==> config.mk <==
export PLATFORM = sky130hd
export DESIGN_NAME = muldiv_seq_unit_flat
export DESIGN_NICKNAME = d
export VERILOG_FILES = /design/src/rtl/muldiv_seq_unit_if.sv /design/src/rtl/muldiv_seq_unit.sv /design/src/flat_wrapper.sv
export SDC_FILE = /design/constraint.sdc
export NUM_CORES = 2
export LEC_CHECK = 0
export CORE_UTILIZATION = 55
export CTS_CLUSTER_SIZE = 10
export DETAILED_ROUTE_END_ITERATION = 10
export HOLD_SLACK_MARGIN = 0.08
export PLACE_DENSITY = 0.72
export SLEW_MARGIN = 20
export SYNTH_ARGS = -nofsm -noshare
export SYNTH_HDL_FRONTEND = slang
export SYNTH_SLANG_ARGS = --single-unit
==> constraint.sdc <==
create_clock -name clk -period 9.75 [get_ports clk]
set_input_delay 1.4625 -clock clk [delete_from_list [all_inputs] [get_ports clk]]
set_output_delay 1.4625 -clock clk [all_outputs]
set_load 0.01 [all_outputs]
==> src/rtl/muldiv_seq_unit_if.sv <==
// Request/response bus of the sequential M-extension unit.
// master = issuing pipeline side, slave = muldiv_seq_unit.
interface muldiv_seq_unit_if #(
  parameter int XLEN  = 32,
  parameter int TAG_W = 5
);
  logic             flush;
  logic             in_valid;
  logic             in_ready;
  logic [2:0]       funct3;
  logic [XLEN-1:0]  rs1;
  logic [XLEN-1:0]  rs2;
  logic [TAG_W-1:0] in_tag;
  logic             out_valid;
  logic             out_ready;
  logic [XLEN-1:0]  result;
  logic [TAG_W-1:0] out_tag;
  logic             div_by_zero;
  logic             busy;

  modport master (
    output flush, in_valid, funct3, rs1, rs2, in_tag, out_ready,
    input  in_ready, out_valid, result, out_tag, div_by_zero, busy
  );

  modport slave (
    input  flush, in_valid, funct3, rs1, rs2, in_tag, out_ready,
    output in_ready, out_valid, result, out_tag, div_by_zero, busy
  );
endinterface

==> src/rtl/muldiv_seq_unit.sv <==
// Sequential RISC-V M-extension execute unit: 2-cycle multiply,
// radix-2 restoring divider, one operation in flight at a time.
module muldiv_seq_unit #(
  parameter int XLEN  = 32,
  parameter int TAG_W = 5
) (
  input  logic               clk,
  input  logic               rst_n,
  muldiv_seq_unit_if.slave   bus
);
  localparam int CNT_W = $clog2(XLEN + 1);

  typedef enum logic [2:0] {S_IDLE, S_MUL, S_DIV, S_FIX, S_DONE} state_t;

  state_t            state_q, state_d;
  logic [1:0]        op_q;        // funct3[1:0]; funct3[2] is implied by the path taken
  logic [TAG_W-1:0]  tag_q;
  logic [XLEN-1:0]   a_q;         // mul operand A / dividend-quotient shift register / special value
  logic [XLEN-1:0]  b_q;          // mul operand B / divisor magnitude
  logic [XLEN-1:0]   rem_q;
  logic [XLEN-1:0]   res_q;
  logic [CNT_W-1:0]  cnt_q;
  logic              neg_quo_q, neg_rem_q, special_q, dbz_q;

  // Request decode
  logic            accept, is_div, div_signed, divz, ovf, special;
  logic            rs1_neg, rs2_neg;
  logic [XLEN-1:0] rs1_abs, rs2_abs, spec_val;

  assign accept     = bus.in_valid & (state_q == S_IDLE) & ~bus.flush;
  assign is_div     = bus.funct3[2];
  assign div_signed = ~bus.funct3[0];
  assign divz       = (bus.rs2 == '0);
  assign ovf        = div_signed & (bus.rs1 == {1'b1, {(XLEN-1){1'b0}}}) & (&bus.rs2);
  assign special    = divz | ovf;
  assign rs1_neg    = div_signed & bus.rs1[XLEN-1];
  assign rs2_neg    = div_signed & bus.rs2[XLEN-1];
  assign rs1_abs    = rs1_neg ? -bus.rs1 : bus.rs1;
  assign rs2_abs    = rs2_neg ? -bus.rs2 : bus.rs2;
  // Divide-by-zero: quotient all ones, remainder = dividend.
  // Overflow: quotient = most-negative (= rs1), remainder 0.
  assign spec_val   = divz ? (bus.funct3[1] ? bus.rs1 : '1)
                           : (bus.funct3[1] ? '0 : bus.rs1);

  // Multiply datapath: sign-extend per op, keep low or high half
  logic              mul_a_signed, mul_b_signed;
  logic [2*XLEN-1:0] mul_a_ext, mul_b_ext, product;
  logic [XLEN-1:0]   mul_res;

  assign mul_a_signed = (op_q == 2'b01) | (op_q == 2'b10);
  assign mul_b_signed = (op_q == 2'b01);
  assign mul_a_ext    = {{XLEN{mul_a_signed & a_q[XLEN-1]}}, a_q};
  assign mul_b_ext    = {{XLEN{mul_b_signed & b_q[XLEN-1]}}, b_q};
  assign product      = mul_a_ext * mul_b_ext;
  assign mul_res      = (op_q == 2'b00) ? product[XLEN-1:0] : product[2*XLEN-1:XLEN];

  // Restoring divide step; trial is XLEN+1 bits since 2*rem+1 can exceed XLEN bits
  logic [XLEN:0]   shifted, diff;
  logic            take;
  logic [XLEN-1:0] rem_step, quo_step, quo_fix, rem_fix, div_res;

  assign shifted  = {rem_q, a_q[XLEN-1]};
  assign diff     = shifted - {1'b0, b_q};
  assign take     = ~diff[XLEN];
  assign rem_step = take ? diff[XLEN-1:0] : shifted[XLEN-1:0];
  assign quo_step = {a_q[XLEN-2:0], take};
  assign quo_fix  = neg_quo_q ? -a_q : a_q;
  assign rem_fix  = neg_rem_q ? -rem_q : rem_q;
  assign div_res  = op_q[1] ? rem_fix : quo_fix;

  // State register
  always_ff @(posedge clk or negedge rst_n) begin
    if (!rst_n) state_q <= S_IDLE;
    else        state_q <= state_d;
  end

  // Next-state logic; flush overrides every transition
  always_comb begin
    // NOTE: state_d gets a default before any branch so no path can infer a latch.
    state_d = state_q;
    if (bus.flush) begin
      state_d = S_IDLE;
    end else begin
      case (state_q)
        S_IDLE: if (accept) state_d = !is_div ? S_MUL : (special ? S_FIX : S_DIV);
        S_MUL:  state_d = S_DONE;
        S_DIV:  if (cnt_q == CNT_W'(1)) state_d = S_FIX;
        S_FIX:  state_d = S_DONE;
        S_DONE: if (bus.out_ready) state_d = S_IDLE;
        default: state_d = S_IDLE;
      endcase
    end
  end

  // Operand capture, iteration and result registers.
  // Special cases pass through FIX so they share its one-edge result write.
  always_ff @(posedge clk or negedge rst_n) begin
    if (!rst_n) begin
      op_q      <= '0;
      tag_q     <= '0;
      a_q       <= '0;
      b_q       <= '0;
      rem_q     <= '0;
      res_q     <= '0;
      cnt_q     <= '0;
      neg_quo_q <= 1'b0;
      neg_rem_q <= 1'b0;
      special_q <= 1'b0;
      dbz_q     <= 1'b0;
    end else begin
      // NOTE: non-blocking assignments so every register here reads pre-edge values.
      case (state_q)
        S_IDLE: if (accept) begin
          op_q      <= bus.funct3[1:0];
          tag_q     <= bus.in_tag;
          a_q       <= !is_div ? bus.rs1 : (special ? spec_val : rs1_abs);
          b_q       <= is_div ? rs2_abs : bus.rs2;
          rem_q     <= '0;
          cnt_q     <= CNT_W'(XLEN);
          neg_quo_q <= rs1_neg ^ rs2_neg;
          neg_rem_q <= rs1_neg;
          special_q <= is_div & special;
        end
        S_MUL: begin
          res_q <= mul_res;
          dbz_q <= 1'b0;
        end
        S_DIV: begin
          a_q   <= quo_step;
          rem_q <= rem_step;
          cnt_q <= cnt_q - 1'b1;
        end
        S_FIX: begin
          res_q <= special_q ? a_q : div_res;
          dbz_q <= special_q & (b_q == '0);
        end
        default: ;
      endcase
    end
  end

  assign bus.in_ready    = (state_q == S_IDLE);
  assign bus.out_valid   = (state_q == S_DONE);
  assign bus.busy        = (state_q != S_IDLE);
  assign bus.result      = res_q;
  assign bus.out_tag     = tag_q;
  assign bus.div_by_zero = dbz_q;
endmodule
==> src/flat_wrapper.sv <==
// flat-port wrapper written by rule: the top's interface ports become plain ports
module muldiv_seq_unit_flat 
#(
  parameter int XLEN  = 32,
  parameter int TAG_W = 5
)
  (clk, rst_n, bus_flush, bus_in_valid, bus_funct3, bus_rs1, bus_rs2, bus_in_tag, bus_out_ready, bus_in_ready, bus_out_valid, bus_result, bus_out_tag, bus_div_by_zero, bus_busy);
  muldiv_seq_unit_if #(.XLEN(XLEN), .TAG_W(TAG_W)) bus_i ();
  input  logic clk;
  input  logic rst_n;
  input wire logic [$bits(bus_i.flush)-1:0] bus_flush;
  input wire logic [$bits(bus_i.in_valid)-1:0] bus_in_valid;
  input wire logic [$bits(bus_i.funct3)-1:0] bus_funct3;
  input wire logic [$bits(bus_i.rs1)-1:0] bus_rs1;
  input wire logic [$bits(bus_i.rs2)-1:0] bus_rs2;
  input wire logic [$bits(bus_i.in_tag)-1:0] bus_in_tag;
  input wire logic [$bits(bus_i.out_ready)-1:0] bus_out_ready;
  output wire logic [$bits(bus_i.in_ready)-1:0] bus_in_ready;
  output wire logic [$bits(bus_i.out_valid)-1:0] bus_out_valid;
  output wire logic [$bits(bus_i.result)-1:0] bus_result;
  output wire logic [$bits(bus_i.out_tag)-1:0] bus_out_tag;
  output wire logic [$bits(bus_i.div_by_zero)-1:0] bus_div_by_zero;
  output wire logic [$bits(bus_i.busy)-1:0] bus_busy;
  assign bus_i.flush = bus_flush;
  assign bus_i.in_valid = bus_in_valid;
  assign bus_i.funct3 = bus_funct3;
  assign bus_i.rs1 = bus_rs1;
  assign bus_i.rs2 = bus_rs2;
  assign bus_i.in_tag = bus_in_tag;
  assign bus_i.out_ready = bus_out_ready;
  assign bus_in_ready = bus_i.in_ready;
  assign bus_out_valid = bus_i.out_valid;
  assign bus_result = bus_i.result;
  assign bus_out_tag = bus_i.out_tag;
  assign bus_div_by_zero = bus_i.div_by_zero;
  assign bus_busy = bus_i.busy;
  muldiv_seq_unit #(.XLEN(XLEN), .TAG_W(TAG_W)) u_core (.clk(clk), .rst_n(rst_n), .bus(bus_i));
endmodule
==> flow_metrics.py <==
metrics = {
    "run_status": {
        "status": "complete, no violations",
    },
    "synthesis": {
        "synth_edf_count": 0,
        "synthCells": 5921,
        "synth_top_area_share": 0.450,
        "syn_area_per_cell_um2": 8.47,
        "ys_ff_latch": 148,
        "yosys-top-cells-area": "fa_1 45%, inv_1 9.4%, dfrtp_1 7.4%",
        "yosysSeqAreaShare": 0.0739,
        "syn-num-nets": 7378,
        "async_flop_share": 1.00,
        "syn_area_mm2": 0.0501,
        "synthFlopType": "dfrtp_1",
        "netlist.top_cell.by_area": "fa_1",
        "synth_cell_type_count": 89,
        "synth_warnings": 0,
    },
    "clock_tree": {
        "cts_tree": "done",
        "clkTransAtPathRegs_ns": 0.07,
        "htree_levels": 4,
        "clock_sinks": 148,
        "clock_tree.buffer_depth": 2,
        "clk_latency_ns": 0.45,
        "cts_buffers": 17,
        "cts_setup_buffers": 0,
        "cts_resized": 0,
        "cts-root-buf": "clkbuf_16",
        "cts_hold_buf": 0,
    },
    "global_route": {
        "grt-ovfl-total": 0,
        "grt_pass1_vias": 43300,
        "grt_use_total": 0.383,
        "grt_pass1_wl_mm": 265,
        "antenna_found_initial": 9,
        "grt_max_degree": 79,
    },
    "placed_design": {
        "dp.final_hpwl_mm": 138,
        "numPortBuffers": 117,
        "placed_cell_area_mm2": 0.0527,
        "place.gp.congestion": 1.03,
    },
    "setup_path": {
        "cp_max_fo": 14,
        "required_ns": 10.12,
        "cp-end-kind": "register",
        "crit_slowest_cell": "dfrtp_1",
        "max_stage_delay_ns": 1.14,
        "cp.arrival_ns": 9.77,
        "cp-start-kind": "register",
        "crit_path_frequent_cell": "fa_1",
        "critPathKind": "register to register",
    },
    "finish": {
        "final_util": 0.591,
        "stdcell_area_mm2": 0.0533,
        "drive_above_1_share": 0.0432,
        "area_growth_pct": 6.33,
        "fin_nets": 7307,
    },
    "drt": {
        "ant_nets": 0,
        "dr.pass1.iters": 7,
        "drt-total-wl_mm": 173,
        "via_per_inst": 5.96,
        "first_iter_violations": 4444,
        "route.met2.wl_mm": 77.8,
        "routedWlPerCell_um": 24.6,
        "highest_layer": "met5",
        "vias": 42000,
        "route.met3.wl_mm": 18.3,
        "wl_met1_mm": 64.3,
        "drc": 0,
    },
    "sta": {
        "clock_skew_ns": 0.0129,
        "fin_crit_ns": 9.40,
        "tightest_slew_ns": 1.22,
        "maxSlewHeadroom": 0.190,
        "grt_setup_unrepaired": "no",
        "period_share": 0.964,
        "fmax_ghz": 0.106,
        "setup_tns_ns": 0,
        "hold_viol_final": 0,
        "drv_slew": 0,
        "setup_viol": 0,
    },
    "floorplan": {
        "boundaryPins": 118,
        "coreArea_mm2": 0.0901,
        "dieHeight_um": 304,
        "die-width_um": 304,
        "die-area_mm2": 0.0923,
        "fp-row-count": 110,
        "start_util": 0.556,
    },
    "flow_run": {
        "maxCapViolations": 0,
    },
    "min_path": {
        "min_path_type": "register to register",
    },
}
-- cell usage in the layout, fill, tap and decap left out, drive strengths merged, types with 10 or more instances in the layout --
master and count:
ha 254, nand2 961, nand3 120, inv 1255, o21bai 12, a21oi 229, fa 1126, or4 13
a211oi 23, xor2 62, a21o 51, o22ai 12, nand2b 19, o21a 15, xnor2 118, a22oi 26
o31ai 26, or2 14, and2 189, clkdlybuf4s50 116, nand4 25, nor2 278, nor3b 10, and3 32
nor4 19, o211ai 18, a31oi 18, nor3 50, o221ai 12, buf 160, nor2b 18, or3 23
clkbuf 19, o21ai 257, o41ai 14, dfrtp 148
-- sequential cells by signal, summed over array words and instances, names as in the netlist, 2 cells and up --
register            cells
u_core.state_q          3
u_core.b_q             32
u_core.rem_q           32
u_core.cnt_q            6
u_core.op_q             2
u_core.bus.result      32
u_core.a_q             32
u_core.bus.out_tag      5
-- routing by layer --
layer | up-vias | GRT usage
met3 | 508 | 0.0787
met2 | 2378 | 0.600
met4 | 4 | 0.218
li1 | 17800 | -
met1 | 21300 | 0.498
met5 | - | 0
-- synthesized netlist by cell type, drive strengths merged (32+ instances only) --
cell type / number
inv: 1254
fa: 1126
nand2: 961
clkbuf: 326
nor2: 278
o21ai: 257
ha: 254
a21oi: 229
and2: 189
dfrtp: 148
nand3: 120
xnor2: 118
xor2: 62
a21o: 51
nor3: 50
buf: 40
and3: 32
-- stage by stage --
| step | hold slack [ns] | std cells | setup WS (ns) |
|---|---|---|---|
| global route | 0.494 | 7041 | 0.155 |
| global placement | 0.457 | 7006 | 0.545 |
| CTS | 0.482 | 7038 | 0.533 |
| floorplan | 0.446 | 5921 | 0.958 |
| detailed placement | 0.470 | 7006 | 0.570 |
| finish | 0.483 | 7046 | 0.354 |
-- area by class of cell --
class                   instances  area [um^2]
fillers                      8022        36900
well taps                    1176         1470
flip-flops and latches        148         3720
diodes                          7         17.5
multi-input cells            4147        40300
repair buffers                276         2460
clock buffers                  19          433
inverters                    1260         4730
clock inverters                13          159
-- critical path: cells and delay by family, from the launching register on --
family	cells	cell delay (ns)
buffers and inverters	7	0.77
AO/OA/AOI/OAI	6	1.36
flip-flops	1	1.14
XOR/XNOR	1	0.45
adder cells (fa/ha/maj)	9	4.38
AND/OR/NAND/NOR	4	1.15
-- final timing paths --
kind	from	endpoint	slack [ns]	depth (start not counted)
min in group asynchronous	rst_n	u_core.state_q[0]	1.05	1
max in group asynchronous	rst_n	u_core.special_q	7.13	2
hold reg to reg	u_core.cnt_q[5]	u_core.cnt_q[5]	0.48	1
setup reg to reg	u_core.a_q[21]	u_core.bus.result[12]	0.35	27
setup / recovery	u_core.a_q[21]	u_core.bus.result[12]	0.35	27
hold / removal	u_core.cnt_q[5]	u_core.cnt_q[5]	0.48	1
-- cells by family after synthesis --
logic type,count (synthesis),share of synthesized area
AOI/OAI and AO/OA,790,0.0974
xor gates and xnor gates,180,0.0315
adders and majority gates,1380,0.513
buffers and inverters,1626,0.123
DFF,148,0.0739
muxes,8,0.00167
and+or+nand+nor,1789,0.160
Power is left out: the tool's default activity adds up to more than one toggle a clock period on the data nets, which glitch-free logic cannot reach.
